==> src/rtl/if_stage.sv <==
// RISC-V instruction fetch: PC register, imem address, IF/ID register; redirect flushes with a NOP.
// Latency: ins_addr combinational from PC, fetch-to-pipe 1 cycle; no stall/backpressure, PC advances every cycle.
module if_stage #(
  parameter logic [31:0] RESET_PC  = 32'd64,
  parameter logic [31:0] NOP_INSTR = 32'h00000013
) (
  input  logic        clk,
  input  logic        reset_n,
  input  logic        control_j,
  input  logic [31:0] pc_j,
  input  logic [31:0] ins_data,
  output logic [31:0] ins_addr,
  output logic [31:0] pipe_pc,
  output logic [31:0] pipe_pc4,
  output logic [31:0] pipe_data
);

  typedef struct packed {
    logic [31:0] pc;
    logic [31:0] pc4;
    logic [31:0] data;
  } ifid_t;

  logic [31:0] pc_q, pc_d;
  logic [31:0] pc_plus4;
  ifid_t       ifid_q, ifid_d;

  always_comb begin
    pc_plus4    = pc_q + 32'd4;
    pc_d        = pc_plus4;
    ifid_d.pc   = pc_q;
    ifid_d.pc4  = pc_plus4;
    ifid_d.data = ins_data;
    // A taken redirect means the word fetched this cycle is wrong-path.
    if (control_j) begin
      pc_d        = pc_j;
      ifid_d.data = NOP_INSTR;
    end
  end

  // reset_n is active-high despite its name.
  always_ff @(posedge clk) begin
    if (reset_n) begin
      pc_q        <= RESET_PC;
      ifid_q.pc   <= 32'd0;
      ifid_q.pc4  <= 32'd0;
      ifid_q.data <= NOP_INSTR;
    end else begin
      pc_q   <= pc_d;
      ifid_q <= ifid_d;
    end
  end

  assign ins_addr  = pc_q;
  assign pipe_pc   = ifid_q.pc;
  assign pipe_pc4  = ifid_q.pc4;
  assign pipe_data = ifid_q.data;

endmodule

==> config.mk <==
export PLATFORM = sky130hd
export DESIGN_NAME = if_stage
export DESIGN_NICKNAME = d
export VERILOG_FILES = /design/src/rtl/if_stage.sv
export SDC_FILE = /design/constraint.sdc
export NUM_CORES = 1
export LEC_CHECK = 0
export BUFFER_PORTS_ARGS = -buffer_cell sky130_fd_sc_hd__buf_2
export CORE_MARGIN = 2
export CORE_UTILIZATION = 47
export DETAILED_ROUTE_END_ITERATION = 12
export PLACE_DENSITY = 0.8
export RECOVER_POWER = 50
export SLEW_MARGIN = 20
export SYNTH_ARGS = -nofsm -noshare
export SYNTH_HDL_FRONTEND = slang
export SYNTH_SLANG_ARGS = --single-unit
export TNS_END_PERCENT = 1
==> constraint.sdc <==
create_clock -name clk -period 2.9 [get_ports clk]
set_input_delay 0.58 -clock clk [delete_from_list [all_inputs] [get_ports clk]]
set_output_delay 0.58 -clock clk [all_outputs]
set_load 0.01 [all_outputs]
* Word level (Yosys, flattened, before mapping)
Index checks and enable logic that the tools add are counted.
** Storage, ports and cells
- Output and inout bits :: 128
- Register bits :: 128
** Operators by class
- Reductions and logical operators :: 1
- Add/subtract/negate cells :: 1
- Muxes and demuxes :: 1
** Operators with widths (count)
- adder 32 x 3 -> 32 bit (second input constant) :: 1
- 2-to-1 mux 32 bit :: 1
- OR reduction 2 bit :: 1

* Logic depth before layout (Yosys ltp)
- Depth after elaboration :: 2
- Depth in mapped cells :: 6
- Depth with buffers taken out :: 5

* Worst setup path before layout
OpenSTA, ideal clock, no wires.
- Kind :: flip-flop to flip-flop
- Start :: reg pc_q[2] (netlist: ins_addr[2])
- End :: reg pc_q[20] (netlist: ins_addr[20])
- Data required time :: 2.809 ns
- Library setup time :: 0.091 ns
- Data arrival time :: 1.977 ns
- Stages on the path, launching flop included :: 7
- Setup slack :: 0.832 ns
- Cells stage by stage :: dfxtp_1 -> ha_1 -> nand4_1 -> or4_1 -> buf_2 -> or3_1 -> a311oi_1
** Between the ends
- Longest elaborated chain between the ends :: 2
** RTL lines
- start: declaration :: RTL line 24 : logic [31:0] pc_q, pc_d;
- start signal: assignment :: RTL line 49 : pc_q <= pc_d;
- adder 32 x 3 -> 32 bit :: RTL line 29 : pc_plus4 = pc_q + 32'd4;
- 2-to-1 mux 32 bit :: RTL line 35 : if (control_j) begin
Every way passes these cells.
A chain may end at the register's enable or synchronous reset.

* Final worst setup path
- Start :: reg pc_q[3] (netlist: ins_addr[3])
- End :: reg pc_q[20] (netlist: ins_addr[20])
Same word-level chain as after synthesis.

==> metrics.cfg <==
[critical_path]
crit_path_end_kind=flip-flop
start_kind=flip-flop
max_stage_delay_ns=0.60
rr_endpoint=ins_addr[20]
reg2regPathDepth=5
worstPathArrival_ns=2.76
crit_start=ins_addr[3]
worstSetupPathType=flip-flop to flip-flop
critPathMaxFanout=8
crit_end=ins_addr[20]
ff2ff_setup_slack_ns=0.55
cp_data_required_time_ns=3.31
crit_slowest_cell=or4_1
cp_cell_sequence=ha_1 > nand4_1 > or4_1 > or3_1 > a311oi_1
regToRegStartpoint=ins_addr[3]

[final_layout]
area_growth_syn_to_layout_pct=30.8
post-route-util_pct=62.9
nets=663
antennaDiodeCount=0
drive_above_1_share_pct=30.6

[yosys]
synth_seq_cells=126
synth_edf_count=0
yosysTopAreaCell=dfxtp_1
yosys.area.top_type_share_pct=57.3
synthDistinctLibCells=34
syn_area_um2=4410
syn_area_per_cell_um2=10.1
yosysWarnings=0
synth_cells=437
ys_async_sr_fraction_pct=0
ys_seq_area_share_pct=57.3
synth_nets=505
synth_flop_cell=dfxtp_1
synth.area.top_cells=dfxtp_1, buf_4, nor2b_1

[timing]
worstMarginPinSlew_ns=1.22
fmax_ghz=0.426
fin_crit_sh_pct=81.0
rsz0062_at_grt=no
min_period_ns=2.35
hold_violations=0
drv_slew=0
setup_viol=0
relSlewSlack_pct=18.4
finClkSkew_ns=0.00612
tns_ns=0

[detailed_routing]
drt-pass1-iter-count=5
post-route-drc-count=0
vias_per_cell=5.14
ant_nets=0
routedWlPerCell_um=14.7
num_vias=3699
drt_iter0_drc=193
drt-total-wl_mm=10.5

[clocking]
clock_path_buffers=2
clock-sinks=126
htree_levels=4
path_clk_slew_ns=0.06
worstSkewPairLatency_ns=0.52
cts-root-buf=clkbuf_8
cts_buffers=17
cts_hold_buf=0
cts_tree=done
postCtsSetupBuffers=0
ctsResizeCount=0

[power_and_ir_drop]
power_density_nw_per_um2=769
power_frac_clock_pct=50.0
power_frac_seq_pct=42.7
p_sw_mw=1.01
p_leak_nw=2.49
switching_share_pct=22.9
combPwrFrac_pct=7.3
vdd_ir_drop_max_mv=0.421
p_int_mw=3.41

[floorplan]
initial_utilization_pct=48.1
die_x_um=101
coreArea_um2=9150
design.portCount=195
dieArea_um2=10200
num_rows=35
die_y_um=101

[global_route]
grt_pass1_vias=3478
grt_util_all_layers_pct=21.0
grt_max_degree=54
antenna_found_initial=0
grt-ovfl-total=0
grt_pass1_wl_mm=16.4

[min_path]
hold_path_class=primary input to flip-flop

[placement]
place.gp.congestion=0.762
dpl.hpwl_mm=7.33
portBuffers=194

[outcome]
outcome=finished, final reports clean

[run]
maxCapViolCount=0

[synthesized netlist by cell type (4+ instances only)]
cell type and number:
a211oi_1 10, a21oi_1 18, a311oi_1 15, and2_1 29, and4_1 5, buf_2 4
buf_4 34, clkbuf_1 20, dfxtp_1 126, nand2_1 8, nand3_1 8, nand4_1 12
nor2_1 49, nor2b_1 32, o21ai_0 7, o31ai_1 9, or3_1 10, or4_1 11
xnor2_1 6, xor2_1 6
[kinds of logic after synthesis]
| logic type | after synthesis | share of synthesized area [%] |
|---|---|---|
| AND/OR/NAND/NOR | 172 | 21.6 |
| flip-flops | 126 | 57.3 |
| AO/OA/AOI/OAI | 62 | 9.54 |
| buffers and inverters | 61 | 8.21 |
| XOR/XNOR | 12 | 2.39 |
| multiplexers | 3 | 0.682 |
| adder cells (fa/ha/maj) | 1 | 0.284 |
[area by class of cell]
type	instances	area (um2)
Fill cell	787	3390
Multi-Input combinational cell	250	1520
Sequential cell	126	2520
Clock inverter	12	185
Timing Repair Buffer	198	940
Inverter	2	7.51
Tap cell	111	139
Clock buffer	20	445
[state kept, by name (all words and copies together), names as in the netlist]
| signal | flops |
|---|---|
| ins_addr | 32 |
| pipe_data | 32 |
| pipe_pc | 32 |
| pipe_pc4 | 30 |
[worst min-delay path by stage]
| stage | cells after the start | end | from |
|---|---|---|---|
| after floorplan | 1 | pipe_pc[0] | ins_addr[0] |
| after global placement | 1 | pipe_pc[0] | ins_addr[0] |
| after detailed placement | 1 | pipe_pc[1] | ins_addr[1] |
| after CTS | 2 | pipe_data[1] | ins_data[1] |
| after global routing | 2 | pipe_data[1] | ins_data[1] |
| final | 2 | pipe_data[1] | ins_data[1] |
[critical path, delay by kind of cell, from the launching register on]
family | cells | cell delay, ns
AOI/OAI and AO/OA | 1 | 0.27
adders and majority gates | 1 | 0.30
DFF | 1 | 0.45
and+or+nand+nor | 3 | 1.22
[layout by cell type (no fill, tap or decap), drive strengths merged, types with 2 or more instances in the layout]
| cell type | Yosys | final |
|---|---|---|
| buf | 39 | 151 |
| dfxtp | 126 | 126 |
| clkbuf | 20 | 67 |
| nor2 | 49 | 49 |
| nor2b | 32 | 32 |
| and2 | 29 | 29 |
| a21oi | 18 | 18 |
| a311oi | 15 | 15 |
| nand4 | 12 | 12 |
| or4 | 11 | 11 |
| or3 | 10 | 10 |
| a211oi | 10 | 10 |
| o31ai | 9 | 9 |
| nand3 | 9 | 9 |
| nand2 | 8 | 8 |
| o21ai | 7 | 7 |
| xnor2 | 6 | 6 |
| xor2 | 6 | 6 |
| and4 | 5 | 5 |
| clkinvlp | 0 | 4 |
| bufinv | 0 | 4 |
| clkinv | 0 | 4 |
| and3 | 3 | 3 |
| mux2i | 3 | 3 |
| inv | 2 | 2 |
[power by group through the flow]
stage               Clock, mW  Combinational, mW  Sequential (mW)
global placement            0              0.326             1.92
global route             2.34              0.357             1.90
finish                   2.22              0.321             1.89
floorplan                   0              0.184             1.94
detailed placement          0              0.333             1.92
CTS                      2.25              0.334             1.89
[through the flow]
stage	worst slack [ns]	std cells	hold slack [ns]	area [um2]	total power, mW
global placement	0.735	687	0.476	5190	2.25
CTS	0.598	719	0.220	5820	4.47
finish	0.550	719	0.241	5760	4.43
floorplan	0.832	437	0.460	4410	2.13
global route	0.390	719	0.215	5760	4.60
detailed placement	0.621	687	0.477	5190	2.26
[routing by layer]
layer / share of wire [%] / up-vias / wire length, um / GRT usage (%)
li1: - / 1792 / - / -
met1: 41 / 1712 / 4370 / 25.4
met2: 47 / 181 / 4980 / 31.8
met3: 9.8 / 14 / 1040 / 9.15
met4: 1.5 / 0 / 153 / 10.4
met5: 0 / - / 0 / 0
Note: power is estimated with default switching activity, not from simulation.
